**config.mk**
```make
export PLATFORM = sky130hd
export DESIGN_NAME = nfa_stream_ctrl
export DESIGN_NICKNAME = d
export VERILOG_FILES = /design/src/rtl/nfa_stream_ctrl.sv
export SDC_FILE = /design/constraint.sdc
export NUM_CORES = 1
export LEC_CHECK = 0
export ABC_AREA = 1
export BUFFER_PORTS_ARGS = -buffer_cell sky130_fd_sc_hd__buf_2
export CAP_MARGIN = 25
export CORE_AREA = 4 4 75 84
export CTS_CLUSTER_DIAMETER = 60
export DETAILED_ROUTE_END_ITERATION = 8
export DIE_AREA = 0 0 79 88
export PLACE_DENSITY_LB_ADDON = 0.2
export SYNTH_ARGS = -nofsm -noshare
export SYNTH_HDL_FRONTEND = slang
export SYNTH_SLANG_ARGS = --single-unit
export TNS_END_PERCENT = 5
```
**constraint.sdc**
```tcl
create_clock -name clk -period 2.15 [get_ports clk]
set_input_delay 0 -clock clk [delete_from_list [all_inputs] [get_ports clk]]
set_output_delay 0 -clock clk [all_outputs]
set_load 0.01 [all_outputs]
```
**src/rtl/nfa_stream_ctrl.sv**
```systemverilog
// Stream sequencer for a bank of NFA regex engines sharing one char/en/sod bus.
// Clears the engines per packet, feeds bytes, flushes, captures the match vector and reports it.
module nfa_stream_ctrl #(
   parameter int          NUM_ENG    = 8,
   parameter int          CNT_W      = 16,
   parameter int          DRAIN_CYC  = 1,
   parameter logic [7:0]  FLUSH_CHAR = 8'h00
) (
   input  logic               clk,
   input  logic               rst,
   input  logic               s_valid,
   output logic               s_ready,
   input  logic [7:0]         s_data,
   input  logic               s_first,
   input  logic               s_last,
   output logic [7:0]         eng_char,
   output logic               eng_en,
   output logic               eng_sod,
   input  logic [NUM_ENG-1:0] eng_match,
   output logic               r_valid,
   input  logic               r_ready,
   output logic [NUM_ENG-1:0] r_match,
   output logic               r_any,
   output logic [CNT_W-1:0]   r_len,
   output logic               busy
);

   typedef enum logic [2:0] {
      IDLE    = 3'd0,
      CLEAR   = 3'd1,
      RUN     = 3'd2,
      DRAIN   = 3'd3,
      CAPTURE = 3'd4,
      REPORT  = 3'd5
   } state_t;

   localparam logic [3:0] DRAIN_LAST = 4'(DRAIN_CYC - 1);

   state_t             state;
   state_t             state_nxt;
   logic [CNT_W-1:0]   len_cnt;
   logic [3:0]         drain_cnt;
   logic               beat_acc;

   // Length counter sticks at all-ones instead of wrapping on oversize packets.
   function automatic logic [CNT_W-1:0] sat_inc(input logic [CNT_W-1:0] v);
      if (&v)
         return v;
      return v + 1'b1;
   endfunction

   assign beat_acc = s_valid & s_ready;

   always_ff @(posedge clk) begin
      if (!rst)
         state <= IDLE;
      else
         state <= state_nxt;
   end

   always_comb begin
      state_nxt = state;
      s_ready   = 1'b0;
      eng_en    = 1'b0;
      eng_char  = 8'h00;
      eng_sod   = 1'b0;
      case (state)
         IDLE: begin
            // Stray non-first beats are swallowed; a first beat waits for CLEAR.
            s_ready = ~s_first;
            if (s_valid && s_first)
               state_nxt = CLEAR;
         end
         CLEAR: begin
            eng_sod   = 1'b1;
            state_nxt = RUN;
         end
         RUN: begin
            s_ready = 1'b1;
            eng_en  = s_valid;
            if (s_valid)
               eng_char = s_data;
            if (s_valid && s_last)
               state_nxt = DRAIN;
         end
         DRAIN: begin
            eng_en   = 1'b1;
            eng_char = FLUSH_CHAR;
            if (drain_cnt == DRAIN_LAST)
               state_nxt = CAPTURE;
         end
         CAPTURE: begin
            state_nxt = REPORT;
         end
         REPORT: begin
            if (r_ready)
               state_nxt = IDLE;
         end
         default: begin
            state_nxt = IDLE;
         end
      endcase
      // Engines are held in clear and the input is stalled for as long as reset is asserted.
      if (!rst) begin
         s_ready   = 1'b0;
         eng_en    = 1'b0;
         eng_char  = 8'h00;
         eng_sod   = 1'b1;
         state_nxt = IDLE;
      end
   end

   always_ff @(posedge clk) begin
      if (!rst) begin
         len_cnt   <= '0;
         drain_cnt <= '0;
         r_match   <= '0;
         r_len     <= '0;
      end else begin
         case (state)
            CLEAR: begin
               len_cnt <= '0;
            end
            RUN: begin
               drain_cnt <= '0;
               if (beat_acc)
                  len_cnt <= sat_inc(len_cnt);
            end
            DRAIN: begin
               drain_cnt <= drain_cnt + 4'd1;
            end
            CAPTURE: begin
               r_match <= eng_match;
               r_len   <= len_cnt;
            end
            default: begin
            end
         endcase
      end
   end

   assign r_valid = (state == REPORT);
   assign r_any   = |r_match;
   assign busy    = (state != IDLE);

endmodule

```
==> flow_summary_export.csv, run 1 <==
group,metric,value,unit
min_path,min_path_cells,6,
yosys,avgSynthCellArea,6.80,um2
setup_path,r2r_start,"state[1]$_SDFFE_PN0P_",
sta,hold_slack,0.167,ns
clock_tree,clock_latency,0.30,ns
setup_path,crit_required,2.15,ns
cells_and_area,areaGrowthSynthToFinish,24.7,%
sta,hold_violations,0,
setup_path,cp-end-kind,"output pin",
sta,timing.fmax,528,MHz
floorplanning,fp.dieH,88,um
routing,vias_per_cell,4.70,
sta,fin_tns_setup,0,ns
routing,wl,5740,um
place,port_buffers,59,
clock_tree,cts_buffers,5,
yosys,synth_warnings,0,
routing,drtIter0Drc,86,
place,placedInstanceArea,2730,um2
clock_tree,clock-root-buffer,"clkbuf_8",
cells_and_area,nets,439,
routing,route.detailed.drc,0,
floorplanning,pin_count,60,
place,dp_hpwl,4100,um
cells_and_area,finalInstanceArea,2950,um2
grt,grt_first_pass_wirelength,9660,um
yosys,yosys.area.top_type,"dfxtp_1",
grt,antenna_found_initial,0,
grt,grt_pass1_vias,2196,
setup_path,critPathLaunch,"state[1]$_SDFFE_PN0P_",
min_path,hold_start,"s_last",
clock_tree,cts_buffer_depth,2,
yosys,yosys.cell_types.count,28,
floorplanning,die_area,6950,um2
sta,fin_crit_sh,88.1,%
grt,grt_max_degree,33,
yosys,synth.top_cell.area_share,39.8,%
yosys,ys_top_cells_by_area,"dfxtp_1, nand2_1, nor2_1",
min_path,hold_path_class,"in -> reg",
routing,vias,2304,
setup_path,crit_type,"reg -> out",
cells_and_area,drive_above_1_share,21.2,%
sta,setup_viol,0,
sta,slew_violations,0,
setup_path,path_max_fanout,14,
yosys,ys_seq_area_share,39.8,%
sta,grt_setup_unrepaired,"false",
place,gp_congestion,0.873,
pwr,irDropWorstVdd,515,uV
routing,ant_nets,0,
floorplanning,start_util,43.9,%
grt,gr-total-overflow,0,
pwr,cellPowerDensity,855,nW/um2
sta,relSlewSlack,72.8,%
setup_path,critPathLaunchType,"register",
floorplanning,die_w,79,um
floorplanning,core_region_area,5400,um2
yosys,synth_seq_cells,47,
setup_path,arrival,1.89,ns
yosys,netlist_area,2370,um2
routing,wl_per_cell,11.7,um
grt,grt_use_total,17.2,%
yosys,syn_inst,348,
clock_tree,clock_sinks,47,
pwr,p_leak,1.36,nW
clock_tree,path_clk_slew,0.08,ns
cells_and_area,diodes,0,
status,status,"finished, final reports clean",
sta,clock_skew,0.00841,ns
sta,worst_slew_pin_slew,0.408,ns
routing,dr.pass1.iters,4,
clock_tree,cts_tree,"done",
sta,period_needed,1.89,ns
floorplanning,core.rowCount,28,
setup_path,reg2reg_depth,8,
yosys,synth_nets,373,
job,drv_cap,0,
clock_tree,htreeDepth,2,
## worst max-delay path, stage by stage (launching register included)
cell     delay [ns]
dfxtp_1        0.40
nand2_2        0.15
nor2_4         0.19
inv_2          0.16
nor2_2         0.21
nand2_1        0.20
nor2_1         0.13
buf_2          0.14
## final timing paths
check | end | slack (ns)
hold / removal | state[1]$_SDFFE_PN0P_ | 0.17
setup / recovery | eng_char[0] | 0.26
setup reg to reg | len_cnt[8]$_SDFFE_PN0P_ | 0.47
hold reg to reg | r_len[8]$_SDFFE_PN0P_ | 0.49
## flip-flops by register name (all words and copies together), names as in the netlist
| name | cells |
|---|---|
| drain_cnt | 4 |
| len_cnt | 16 |
| state | 3 |
| r_match | 8 |
| r_len | 16 |
## cell families (layout without fill, tap and decap cells)
logic type	Yosys count	after routing	share of synthesized area, %
adders and majority gates	3	3	1.59
and+or+nand+nor	173	173	33.2
DFF	47	47	39.8
buffers and inverters	56	123	9.68
AOI/OAI and AO/OA	64	64	14.0
xor gates and xnor gates	5	5	1.85
## layout by cell type, fill, tap and decap left out, drive strengths merged
master       instances
a211oi               1
dlygate4sd3          9
nor3                 4
nand3               10
nand4               10
a31oi                1
clkbuf               6
dfxtp               47
xor2                 5
bufinv               2
nand2               77
ha                   3
a21oi               27
a21boi               1
inv                 44
buf                 62
nor3b                2
o21ai               34
nor4                 2
nor2                68
## timing repair
item                       in CTS  in global routing
hold buffers                    9                  0
setup buffers                   0                  0
setup endpoints to repair       0                  8
resized for setup               0                  1
hold endpoints to repair        9                  0
## synth_stat cells (all sizes together)
| library cell | instances |
|---|---|
| dfxtp | 47 |
| nand3 | 10 |
| o21ai | 34 |
| nor4 | 2 |
| clkbuf | 7 |
| nor3 | 4 |
| inv | 44 |
| a21boi | 1 |
| a21oi | 27 |
| a31oi | 1 |
| ha | 3 |
| buf | 5 |
| a211oi | 1 |
| nand4 | 10 |
| xor2 | 5 |
| nor3b | 2 |
| nor2 | 68 |
| nand2 | 77 |
## through the flow
stage                     cells  power [mW]  util, %  setup slack (ns)
after CTS                   490        2.55     54.7             0.117
after floorplan             348        1.62        -             0.695
after detailed placement    473        1.77     50.5             0.476
after global routing        490        2.69     54.7            0.0817
final                       490        2.52     54.7             0.257
after global placement      473        1.77     50.5             0.433
## report_power, final
part / internal [mW] / total, mW / switching, mW
Sequential: 0.930 / 0.988 / 0.0585
Combinational: 0.255 / 0.780 / 0.525
Clock: 0.465 / 0.755 / 0.291
Total: 1.65 / 2.52 / 0.875
## final cells by class
| cell class | count | area [um2] |
|---|---|---|
| Fill cell | 546 | 2440 |
| Clock buffer | 6 | 72.6 |
| Clock inverter | 2 | 60.1 |
| Inverter | 44 | 165 |
| Multi-Input combinational cell | 245 | 1200 |
| Tap cell | 75 | 93.8 |
| Timing Repair Buffer | 71 | 420 |
| Sequential cell | 47 | 941 |
## routing by layer
layer / up-vias / track usage (%) / share of wire (%)
li1: 1239 / - / -
met3: 8 / 3.70 / 4.6
met1: 1005 / 20.5 / 46
met5: - / 0 / 0
met2: 52 / 30.3 / 48
met4: 0 / 6.72 / 1.3
(Power assumes the default switching activity.)
==> run 2, diff against run 1 <==
--- a/config.mk
+++ b/config.mk
@@ -8,10 +8,10 @@
 export ABC_AREA = 1
 export BUFFER_PORTS_ARGS = -buffer_cell sky130_fd_sc_hd__buf_2
 export CAP_MARGIN = 25
-export CORE_AREA = 4 4 75 84
+export CORE_AREA = 4 4 71 80
 export CTS_CLUSTER_DIAMETER = 60
 export DETAILED_ROUTE_END_ITERATION = 8
-export DIE_AREA = 0 0 79 88
+export DIE_AREA = 0 0 75 84
 export PLACE_DENSITY_LB_ADDON = 0.2
 export SYNTH_ARGS = -nofsm -noshare
 export SYNTH_HDL_FRONTEND = slang
==> flow_summary_export.csv, run 2 (same netlist as run 1, synthesis figures left out) <==
group,metric,value,unit
status,status,"finished, final reports clean",
cells_and_area,regArea,941,um2
grt,grt_use_total,18.3,%
setup_path,critPathTopFamily,"simple AND/OR/NAND/NOR gates",
grt,grt_max_degree,39,
cells_and_area,n_fill_cell,460,
setup_path,path_cells,"nand2_2 > nor2_4 > inv_2 > nor2_2 > nand2_2 > nor2_1 > buf_2",
job,drv_cap,0,
grt,grt_pass1_vias,2097,
floorplanning,core_region_area,4900,um2
floorplanning,pin_count,60,
setup_path,path_max_fanout,14,
cells_and_area,diodes,0,
setup_path,crit_type,"reg -> out",
clock_tree,clock-root-buffer,"clkbuf_8",
cells_and_area,reg_top3,"len_cnt: 16 flops, r_len: 16 flops, r_match: 8 flops",
sta,worst_slew_pin_slew,0.382,ns
routing,drtIter0Drc,173,
setup_path,critPathSlowestCell,"dfxtp_1",
clock_tree,path_clk_slew,0.08,ns
setup_path,critPathLaunchType,"register",
floorplanning,core.rowCount,27,
grt,antenna_found_initial,0,
floorplanning,die_w,75,um
setup_path,cp-end-kind,"output pin",
place,port_buffers,59,
sta,fin_crit_sh,85.5,%
routing,route.detailed.drc,0,
pwr,cellPowerDensity,864,nW/um2
floorplanning,die_area,6300,um2
clock_tree,htreeDepth,2,
routing,vias,2337,
routing,wl_per_cell,11.5,um
setup_path,path_buf_inv,2,
setup_path,r2r_start,"state[1]$_SDFFE_PN0P_",
sta,timing.fmax,544,MHz
clock_tree,cts_buffer_depth,2,
setup_path,cp_common_cell,"nand2_2",
min_path,hold_path_class,"in -> reg",
clock_tree,clock_sinks,47,
cells_and_area,drive_above_1_share,21.7,%
sta,period_needed,1.84,ns
clock_tree,post_cts_buffers,0,
pwr,p_leak,1.36,nW
setup_path,slowest_delay,0.41,ns
setup_path,crit_required,2.15,ns
grt,gr-total-overflow,0,
clock_tree,cts_tree,"done",
sta,hold_violations,0,
grt,grt_first_pass_wirelength,9240,um
sta,relSlewSlack,74.5,%
pwr,report.power.total,2.53,mW
floorplanning,fp.dieH,84,um
floorplanning,start_util,48.3,%
pwr,irDropWorstVdd,595,uV
sta,slew_violations,0,
cells_and_area,final_cell_mix,"nand2_1, nor2_1, buf_2, dfxtp_1, inv_1",
cells_and_area,nets,439,
setup_path,critPathLaunch,"state[1]$_SDFFE_PN0P_",
sta,grt_setup_unrepaired,"false",
routing,dr.pass1.iters,4,
sta,fin_tns_setup,0,ns
place,gp_congestion,0.904,
routing,ant_nets,0,
min_path,hold_start,"s_last",
routing,wl,5440,um
cells_and_area,areaGrowthSynthToFinish,23.6,%
clock_tree,cts_buffers,5,
cells_and_area,layout_commonest_cell,"nand2_1",
clock_tree,clock_latency,0.30,ns
sta,clock_skew,0.00452,ns
sta,setup_viol,0,
cells_and_area,multi_input_area,1200,um2
setup_path,arrival,1.84,ns
routing,vias_per_cell,4.94,
place,dp_hpwl,3870,um
## run 2: cell count changes in the layout (fill, tap and decap cells not counted), sizes merged
cell / before / now
clkinvlp: 0 / 1
clkbuf: 6 / 5
## run 2: layer usage
layer	wire, um	vias to the layer above	global-route usage (%)	share of wire (%)
met1	2420	1023	23.1	44
li1	-	1235	-	-
met5	0	-	0	0
met2	2580	71	30.4	47
met3	348	8	3.61	6.4
met4	91	0	5.83	1.7
## run 2: final cells by class
class	count	share of cell area [%]
clock inverter	3	2.31
inverter	44	5.65
sequential	47	32.2
tap	58	2.48
clock buffer	5	2.35
multi-input combinational	245	41.1
timing repair buffer	71	13.9
## run 2: worst paths after layout
path | depth (start not counted) | endpoint | slack [ns]
setup / recovery | 7 | eng_char[6] | 0.31
hold / removal | 6 | state[1]$_SDFFE_PN0P_ | 0.11
setup reg to reg | 9 | len_cnt[13]$_SDFFE_PN0P_ | 0.44
hold reg to reg | 2 | r_len[8]$_SDFFE_PN0P_ | 0.49
## run 2: through the flow
stage	util [%]	area, um2	setup slack [ns]	hold slack, ns	cells
2_1_floorplan	-	2370	0.695	0.0871	348
3_3_place_gp	55.0	2690	0.454	0.249	456
3_5_place_dp	55.0	2690	0.445	0.258	456
4_1_cts	59.6	2920	0.0947	0.105	473
5_1_grt	59.7	2920	0.0790	0.140	473
6_report	59.7	2920	0.312	0.107	473
## run 2: repair_timing
action | CTS | global route
hold buffers | 9 | 0
gates resized for setup | 0 | 2
hold endpoints to repair | 9 | 0
setup endpoints to repair | 0 | 8
## run 2: power by group
group / switching [mW] / internal [mW]
Clock: 0.299 / 0.463
Sequential: 0.0577 / 0.930
Combinational: 0.523 / 0.253
## run 2: worst min-delay path, delay by kind of cell
kind / cells / cell delay [ns]
compound gates: 1 / 0.04
buf+inv: 1 / 0.09
simple gates: 4 / 0.24
==> run 3, diff against run 2 <==
--- a/config.mk
+++ b/config.mk
@@ -5,14 +5,14 @@
 export SDC_FILE = /design/constraint.sdc
 export NUM_CORES = 1
 export LEC_CHECK = 0
-export ABC_AREA = 1
 export BUFFER_PORTS_ARGS = -buffer_cell sky130_fd_sc_hd__buf_2
 export CAP_MARGIN = 25
-export CORE_AREA = 4 4 71 80
+export CORE_AREA = 4 4 69 77
 export CTS_CLUSTER_DIAMETER = 60
 export DETAILED_ROUTE_END_ITERATION = 8
-export DIE_AREA = 0 0 75 84
+export DIE_AREA = 0 0 73 81
 export PLACE_DENSITY_LB_ADDON = 0.2
+export SETUP_SLACK_MARGIN = 0.4
 export SYNTH_ARGS = -nofsm -noshare
 export SYNTH_HDL_FRONTEND = slang
 export SYNTH_SLANG_ARGS = --single-unit
==> flow_summary_export.csv, run 3 <==
group,metric,value,unit
routing,vias_per_cell,5.44,
floorplanning,fp.dieH,81,um
grt,grt_pass1_vias,2015,
yosys,synth_nets,309,
setup_path,critPathLaunchType,"register",
yosys,ys_seq_area_share,43.0,%
cells_and_area,n_fill_cell,412,
setup_path,path_max_fanout,7,
clock_tree,clock_latency,0.30,ns
cells_and_area,nets,380,
sta,grt_setup_unrepaired,"true",
cells_and_area,diodes,0,
sta,fin_crit_sh,80.6,%
clock_tree,cts_buffer_depth,2,
cells_and_area,final_cell_mix,"nand2_1, buf_2, dfxtp_1, a21oi_1, nor2_1",
floorplanning,core_region_area,4590,um2
grt,grt_use_total,19.0,%
sta,post-route-worst-setup-slack,0.417,ns
clock_tree,cts_buffers,5,
yosys,synthArstFlopShare,0,%
setup_path,crit_required,2.40,ns
pwr,cellPowerDensity,757,nW/um2
setup_path,arrival,1.98,ns
floorplanning,die_w,73,um
setup_path,cp-end-kind,"register",
floorplanning,start_util,47.7,%
cells_and_area,areaGrowthSynthToFinish,29.6,%
yosys,synth_edf_count,0,
yosys,ys_top_cells_by_area,"dfxtp_1, nand2_1, a21oi_1",
routing,drtIter0Drc,138,
grt,grt_max_degree,32,
place,port_buffers,59,
sta,setup_viol,0,
clock_tree,path_clk_slew,0.09,ns
sta,slew_violations,0,
yosys,avgSynthCellArea,7.71,um2
yosys,ys.flop_type,"dfxtp_1",
sta,relSlewSlack,65.5,%
cells_and_area,final_cells,412,
min_path,hold_path_class,"in -> reg",
sta,worst_slew_pin_slew,0.516,ns
yosys,yosys.area.top_type,"dfxtp_1",
grt,grt_first_pass_wirelength,9070,um
sta,hold_violations,0,
place,dp_hpwl,3740,um
status,status,"finished, final reports clean",
setup_path,crit_type,"reg -> reg",
pwr,power.internal,1.41,mW
pwr,pwr-share-comb,31.1,%
routing,wl,5470,um
grt,gr-total-overflow,0,
yosys,synth_common_cells,"nand2_1, dfxtp_1, a21oi_1",
yosys,synth.most_common_cell,"nand2_1",
job,drv_cap,0,
pwr,switching_share,34.5,%
clock_tree,clock-root-buffer,"clkbuf_8",
cells_and_area,reg_top3,"len_cnt: 16 flops, r_len: 16 flops, r_match: 8 flops",
pwr,net-switching-power,741,uW
yosys,synth.top_cell.area_share,43.0,%
sta,timing.fmax,577,MHz
cells_and_area,multi_input_area,1230,um2
yosys,yosys.cell_types.count,42,
floorplanning,core.rowCount,26,
grt,antenna_found_initial,0,
routing,vias,2240,
yosys,synth_warnings,0,
place,dp_cells,392,
yosys,synth_seq_cells,47,
setup_path,slowest_delay,0.50,ns
setup_path,path_cells,"and4_1 > and2_1 > a21o_1 > or4_1 > nand3_1",
routing,wl_per_cell,13.3,um
sta,clock_skew,0.00486,ns
floorplanning,pin_count,60,
pwr,pwr-share-seq,44.3,%
clock_tree,htreeDepth,2,
setup_path,critPathSlowestCell,"or4_1",
routing,dr.pass1.iters,4,
sta,period_needed,1.73,ns
clock_tree,cts_tree,"done",
place,gp_congestion,0.941,
cells_and_area,drive_above_1_share,26.1,%
place,pre_cts_ws,0.183,ns
pwr,p_leak,1.17,nW
pwr,irDropWorstVdd,580,uV
cells_and_area,layout_commonest_cell,"nand2_1",
routing,route.detailed.drc,0,
yosys,netlist_area,2190,um2
clock_tree,clock_sinks,47,
yosys,syn_inst,284,
routing,ant_nets,0,
cells_and_area,regArea,947,um2
floorplanning,die_area,5910,um2
sta,fin_tns_setup,0,ns
pwr,p_clk_share,24.6,%
run 3: cell count changes after synthesis, sizes merged, moves of 4 or more:
cell,delta
o31ai,+4
a31oi,+4
and2,+11
a21oi,+7
inv,-38
nand2,-10
o21ai,-20
xor2,-5
nor2,-49
nand4,-6
and3,+4
run 3: final timing paths:
check | start | to | slack [ns] | cells past startpoint
min | rst | len_cnt[4]$_SDFFE_PN0P_ | 0.06 | 3
max | len_cnt[10]$_SDFFE_PN0P_ | len_cnt[10]$_SDFFE_PN0P_ | 0.42 | 5
min reg2reg | r_len[5]$_SDFFE_PN0P_ | r_len[5]$_SDFFE_PN0P_ | 0.45 | 2
max reg2reg | len_cnt[10]$_SDFFE_PN0P_ | len_cnt[10]$_SDFFE_PN0P_ | 0.42 | 5
run 3: power by group through the flow:
stage | clock, mW | sequential, mW | combinational, mW
floorplan | 0 | 0.947 | 0.433
global placement | 0 | 0.962 | 0.590
detailed placement | 0 | 0.963 | 0.593
CTS | 0.549 | 0.945 | 0.650
global route | 0.575 | 0.958 | 0.749
finish | 0.527 | 0.952 | 0.667
run 3: layer usage:
metal / global-route usage [%] / up-vias / share of wire (%)
li1: - / 1149 / -
met1: 23.4 / 1009 / 44
met2: 31.5 / 71 / 48
met3: 4.95 / 11 / 6.2
met4: 7.20 / 0 / 1.8
met5: 0 / - / 0
run 3: repair_timing:
action | in CTS | in global routing
endpoints found under the hold margin | 8 | 0
pin swaps | 1 | 3
gates resized for setup | 9 | 9
setup endpoints to repair | 23 | 25
hold buffers | 8 | 0
buffers inserted | 2 | 1
run 3: layout make-up:
cell class	count	area share (%)
multi-input combinational	217	43.4
timing repair buffer	78	16.9
clock inverter	3	0.662
tap	56	2.47
clock buffer	5	2.43
sequential	47	33.4
inverter	6	0.794
run 3: metrics by stage:
step,total power [mW],util (%),hold slack (ns),area (um2)
detailed placement,1.56,55.5,0.249,2550
CTS,2.14,60.2,0.0587,2760
floorplan,1.38,-,0.0815,2190
global route,2.28,61.8,0.0929,2840
finish,2.15,61.8,0.0568,2840
global placement,1.55,55.5,0.242,2550
run 3: cell families after synthesis:
logic type,after synthesis,share of synthesized area (%)
xor+xnor,1,0.400
compound gates,74,20.3
mux,1,0.457
simple gates,138,30.1
buf+inv,20,4.00
flops,47,43.0
fa+ha+maj,3,1.72
run 3: worst max-delay path, delay by kind of cell, from the launching register on:
family | cells | cell delay [ns]
flops | 1 | 0.37
simple gates | 4 | 1.10
compound gates | 1 | 0.22
